===== src/rtl/ppg_dg412_drive_mc.sv =====
// Multi-channel DG412 switch driver: turns logic-level clock phases into complementary,
// non-overlapping ckop/ckon drives with programmable rise/fall deadtime and a latched fault kill.
module ppg_dg412_drive_mc #(
    parameter int NCH   = 4,
    parameter int WIDTH = 3
) (
    input  logic             clk_fast,
    input  logic             rst,
    input  logic             arm,
    input  logic             fault,
    input  logic             fault_clr,
    input  logic [NCH-1:0]   cki,
    input  logic [WIDTH-1:0] tdt_rise,
    input  logic [WIDTH-1:0] tdt_fall,
    output logic [NCH-1:0]   ckop,
    output logic [NCH-1:0]   ckon,
    output logic             armed,
    output logic             fault_latched
);

    typedef enum logic [2:0] {
        SAFE = 3'd0,
        LOW  = 3'd1,
        DT_R = 3'd2,
        HIGH = 3'd3,
        DT_F = 3'd4
    } state_t;

    state_t           st_q  [NCH];
    state_t           st_d  [NCH];
    logic [WIDTH-1:0] cnt_q [NCH];
    logic [WIDTH-1:0] cnt_d [NCH];

    logic arm_q;
    logic arm_d;
    logic fault_latched_q;
    logic fault_latched_d;
    logic kill;

    // A fault present on the same edge as fault_clr keeps the flag set.
    always_comb begin
        arm_d           = arm;
        fault_latched_d = fault_latched_q;
        if (fault) begin
            fault_latched_d = 1'b1;
        end else if (fault_clr) begin
            fault_latched_d = 1'b0;
        end
    end

    assign kill = ~arm_q | fault_latched_q | fault;

    always_comb begin
        for (int i = 0; i < NCH; i++) begin
            st_d[i]  = st_q[i];
            cnt_d[i] = cnt_q[i];
            if (kill) begin
                st_d[i]  = SAFE;
                cnt_d[i] = '0;
            end else begin
                case (st_q[i])
                    SAFE, LOW, HIGH: begin
                        if (cki[i] && st_q[i] != HIGH) begin
                            cnt_d[i] = tdt_rise;
                            st_d[i]  = (tdt_rise == '0) ? HIGH : DT_R;
                        end else if (!cki[i] && st_q[i] != LOW) begin
                            cnt_d[i] = tdt_fall;
                            st_d[i]  = (tdt_fall == '0) ? LOW : DT_F;
                        end
                    end
                    DT_R: begin
                        if (!cki[i]) begin
                            st_d[i] = LOW;
                        end else if (cnt_q[i] == WIDTH'(1)) begin
                            st_d[i] = HIGH;
                        end else begin
                            cnt_d[i] = cnt_q[i] - WIDTH'(1);
                        end
                    end
                    DT_F: begin
                        if (cki[i]) begin
                            st_d[i] = HIGH;
                        end else if (cnt_q[i] == WIDTH'(1)) begin
                            st_d[i] = LOW;
                        end else begin
                            cnt_d[i] = cnt_q[i] - WIDTH'(1);
                        end
                    end
                    default: begin
                        st_d[i]  = SAFE;
                        cnt_d[i] = '0;
                    end
                endcase
            end
        end
    end

    always_ff @(posedge clk_fast) begin
        if (rst) begin
            arm_q           <= 1'b0;
            fault_latched_q <= 1'b0;
            for (int i = 0; i < NCH; i++) begin
                st_q[i]  <= SAFE;
                cnt_q[i] <= '0;
            end
        end else begin
            arm_q           <= arm_d;
            fault_latched_q <= fault_latched_d;
            for (int i = 0; i < NCH; i++) begin
                st_q[i]  <= st_d[i];
                cnt_q[i] <= cnt_d[i];
            end
        end
    end

    // Raw fault reaches the pins through kill with no register in the path.
    always_comb begin
        ckop = '0;
        ckon = '0;
        for (int i = 0; i < NCH; i++) begin
            ckop[i] = (st_q[i] == HIGH) & ~kill;
            ckon[i] = (st_q[i] == LOW) & ~kill;
        end
    end

    assign armed         = arm_q & ~fault_latched_q;
    assign fault_latched = fault_latched_q;

endmodule


===== config.mk =====
export PLATFORM = sky130hd
export DESIGN_NAME = ppg_dg412_drive_mc
export DESIGN_NICKNAME = d
export VERILOG_FILES = /design/src/rtl/ppg_dg412_drive_mc.sv
export SDC_FILE = /design/constraint.sdc
export NUM_CORES = 1
export LEC_CHECK = 0
export BUFFER_PORTS_ARGS = -buffer_cell sky130_fd_sc_hd__buf_2
export CAP_MARGIN = 0
export CORE_MARGIN = 5
export CORE_UTILIZATION = 25
export DETAILED_ROUTE_END_ITERATION = 8
export SLEW_MARGIN = 40
export SYNTH_ARGS = -nofsm -noshare
export SYNTH_HDL_FRONTEND = slang
export SYNTH_SLANG_ARGS = --single-unit

===== constraint.sdc =====
create_clock -name clk_fast -period 2.2 [get_ports clk_fast]
set_input_delay 0.11 -clock clk_fast [delete_from_list [all_inputs] [get_ports clk_fast]]
set_output_delay 0.11 -clock clk_fast [all_outputs]
set_load 0.02 [all_outputs]

# After elaboration in Yosys (flattened, before gate mapping)
# Memory sizes are Yosys's and may differ from the RTL's.
# Cells that the tools add are included.
dict set report word_totals {
  ff_bits 2
  latchBits 0
  ram_bits 24
  rom_bits 0
  inputBits 15
  output_inout_bits 10
  word_cells 156
  mem_count 2
}
# memory words word_bits rd rd_clocked_by_memory_dff write_ports line_no
set memory_table {}
lappend memory_table {cnt_q 4 3 4 0 4 31} ;# logic [WIDTH-1:0] cnt_q [NCH];
lappend memory_table {st_q 4 3 4 0 4 29} ;# state_t st_q [NCH];
dict set report op_classes {
  n_addsub 4
  mul 0
  div 0
  n_lt_le_gt_ge 0
  n_eq_ne 28
  n_shift 0
  mux 75
  bitwise_logic 22
  n_reduce_logical 23
}
# cell count
set op_table {}
lappend op_table {{$mux 3} 61}
lappend op_table {{$pmux 3 s3} 8}
lappend op_table {{$eq 3x1->1 const B} 8}
lappend op_table {{$eq 3x2->1 const B} 8}
lappend op_table {{$logic_not 3->1} 6}
lappend op_table {{$eq 3x3->1 const B} 4}
lappend op_table {{$ne 3x1->1 const B} 4}
lappend op_table {{$ne 3x2->1 const B} 4}
lappend op_table {{$reduce_or 3->1} 4}
lappend op_table {{$sub 3x1->3 const B} 4}
lappend op_table {{$or 1x1->1} 10}
lappend op_table {{$and 1x1->1} 9}
lappend op_table {{$logic_and 1x1->1} 8}
lappend op_table {{$mux 1} 6}
lappend op_table {{$logic_not 1->1} 4}
lappend op_table {{$not 1->1} 3}
lappend op_table {{$reduce_bool 2->1} 1}

# Longest topological paths before layout
dict set report depth {
  ltp_word 7
  depth_mapped 7
  depth_no_buf 7
}

# Least setup slack after synthesis
# OpenSTA, ideal clock, no wires.
dict set report synth_path {
  kind {register -> output}
  start {register fault_latched_q (netlist: fault_latched)}
  end {output port ckon[2]}
  arrival_time_ps 1519
  t_required_ps 2090
  path_slack_ps 571
  path_stages_with_launch 3
  n_path_buf 0
  cell_sequence {dfxtp_1 > nor3b_2 > nor4b_1}
}
dict set report synth_via {
  elab_chain_cells 4
}
# element line_no
set synth_rtl {}
lappend synth_rtl {{from (decl)} 36} ;# logic fault_latched_q;
lappend synth_rtl {{from (signal assigned)} 108} ;# fault_latched_q <= fault_latched_d;
lappend synth_rtl {{$or 1x1->1 (2 in series)} 51} ;# assign kill = ~arm_q | fault_latched_q | fault;
lappend synth_rtl {{$not 1->1} 122} ;# ckon[i] = (st_q[i] == LOW) & ~kill;
lappend synth_rtl {{$and 1x1->1} 122}
lappend synth_rtl {{to (decl)} 16} ;# output logic [NCH-1:0] ckon,
# No other way between the ends.

==> reports/results.tsv <==
metric	value	unit
worstSetupStartpoint	st_q[0][0]	
ys_seq_area_share	23.0	%
relSlewSlack	56.7	%
outcome	completed	
nFillCells	923	
htreeDepth	1	
vias_per_cell	5.37	
design_area	2480	sq um
syn_area	2260	sq um
netSwitchingFraction	28.2	%
hold_violations	0	
die_w	105	microns
cts_tree	built	
core	8760	sq um
slowest_delay	0.62	ns
rows	34	
setup_viol	0	
routedWlPerCell	14.4	microns
skew	0.00935	ns
seq_power_share	49.2	%
peakVddDrop	0.190	mV
synth_commonest_cells	dfxtp_1 (26), a21oi_1 (20), nor2_1 (19)	
nNetsFinal	331	
postCtsResizedCells	0	
grt_start_max_net_pins	21	
timing.final.ws_setup	0.508	ns
port_buffers	24	
multi_input_area	1550	sq um
end_kind	output port	
grtUsageTotal	10.5	%
regArea	520	sq um
finalPower	1.00	mW
grt_pass1_vias	2083	
dpl_cell_area	2420	sq um
stdcell_count	415	
drive_above_1_share	13.4	%
globalplace.congestion	0.808	
crit_required	2.09	ns
fin_crit_sh	76.9	%
p_leak	0.900	nW
synth-seq-cells	26	
clock_latency	0.27	ns
power_density	405	nW/um^2
yosys.area.top_type_share	23.0	%
area_growth	9.75	%
critPathSlowestCell	dfxtp_1	
drcViolationCount	0	
ys_types	57	
pre_cts_slack	0.562	ns
path_delay_family	flip-flops	
clockBufferDepth	2	
die-area	11000	sq um
hold_start	rst	
clkTransAtPathRegs	0.10	ns
rsz0062_at_grt	false	
overflow	0	
die_y	105	microns
pwr-share-comb	18.6	%
clock_sink_count	26	
num_antenna_cells	0	
wirelength	5.98	mm
clockRootBuffer	clkbuf_8	
start_util	25.8	%
synth_ff_type	dfxtp_1	
synth_warnings	0	
antenna_found_initial	0	
fin_tns_setup	0	ns
syn_area_per_cell	7.56	sq um
io_pins	25	
final_antenna_net_count	0	
vias	2230	
dr.pass1.iters	4	
cts_inserted_buffers	3	
tightest_slew	0.649	ns
synth_most_common_cell	dfxtp_1	
crit_fanout	15	
crit_chain	inv_1 > nor2_1 > and3_1 > buf_2	
maxCapViolCount	0	
r2r-start	st_q[2][1]	
start_kind	flip-flop	
synth-edff-count	0	
crit_arrival	1.58	ns
synth_top_area_cell	dfxtp_1	
syn_nets	322	
hold_buffers	0	
initialDrtViolationCount	168	
pwr-share-clk	32.2	%
synthArstFlopShare	0	%
p_int	720	uW
dp_hpwl	4.29	mm
holdCritPathClass	in2reg	
worstSetupPathType	reg2out	
min_period	1.69	ns
crit_buf_inv	2	
grt_first_pass_wirelength	10.1	mm
synth_area_leaders	dfxtp_1 (23%), a21oi_1 (4.4%), ha_1 (4.4%), o21ai_0 (4.0%), nor2b_1 (3.9%)	
post_cts_buffers	0	
max_clock_freq	591	MHz
p_switching	283	uW
synthCells	299	
dp.cells	411	
drv_slew	0	
[layout make-up]
cell class	count	share of cell area [%]
multi-input cells	231	62.4
flip-flops and latches	26	21.0
repair buffers	29	6.36
well taps	108	5.45
inverters	17	2.57
clock buffers	4	2.22
[layer usage]
metal	wire [microns]	track usage, %	share of wire (%)	vias to the layer above
met4	51	3.01	0.85	0
met5	0	0	0	-
met2	2940	18.1	49	39
met3	176	1.79	2.9	5
li1	-	-	-	1129
met1	2810	13.5	47	1057
[per-stage QoR]
stage          hold WS, ns  util [%]
2_1_floorplan        0.182         -
3_3_place_gp         0.325      27.7
3_5_place_dp         0.327      27.7
4_1_cts             0.0178      28.3
5_1_grt             0.0228      28.3
6_report            0.0259      28.3
[cell families after synthesis]
family,share of synthesized area [%]
compound gates,31.4
buf+inv,8.47
simple gates,25.5
xor+xnor,3.88
fa+ha+maj,4.43
mux,3.27
flops,23.0
[flip-flops by register name, indices dropped and copies added (netlist names)]
register       flops
arm_q              1
cnt_q             12
fault_latched      1
st_q              12
[placed cells by master, fill, tap and decap left out, types with 3 or more instances in the layout]
cell type,instances
a32o_1,3
buf_4,5
clkbuf_8,4
o21a_1,5
nor2_1,19
o32a_1,3
o211ai_1,5
a221oi_1,4
and3_1,11
xnor2_1,7
buf_2,24
nand3_1,10
a21oi_1,20
dfxtp_1,26
inv_1,15
a31oi_1,10
nor2b_1,14
nand2b_1,7
o21ai_0,18
ha_1,8
a211oi_1,7
o32ai_1,3
nand2_1,13
xor2_1,3
nor3_1,11
mux2i_1,4
nor3b_1,6
o21ai_1,4
o22ai_1,4
[worst reg2reg max path, stage by stage, from the launching register on]
cell     delay [ns]
dfxtp_1        0.65
xor2_1         0.17
or3_1          0.34
o311a_1        0.19
o21ai_1        0.16
a21oi_1        0.05
[power by group through the flow]
stage          clock, mW  sequential (mW)  combinational [mW]
2_1_floorplan          0            0.497               0.143
3_3_place_gp           0            0.504               0.183
3_5_place_dp           0            0.504               0.186
4_1_cts            0.341            0.493               0.187
5_1_grt            0.362            0.496               0.208
6_report           0.323            0.494               0.187
[final timing paths]
path                         to  slack, ns  cells past startpoint
hold / removal    fault_latched       0.03                      2
setup / recovery        ckop[0]       0.51                      4
setup reg to reg    cnt_q[2][0]       0.53                      5
hold reg to reg     cnt_q[3][1]       0.50                      1
No activity file was read; power rests on OpenSTA's default activity.
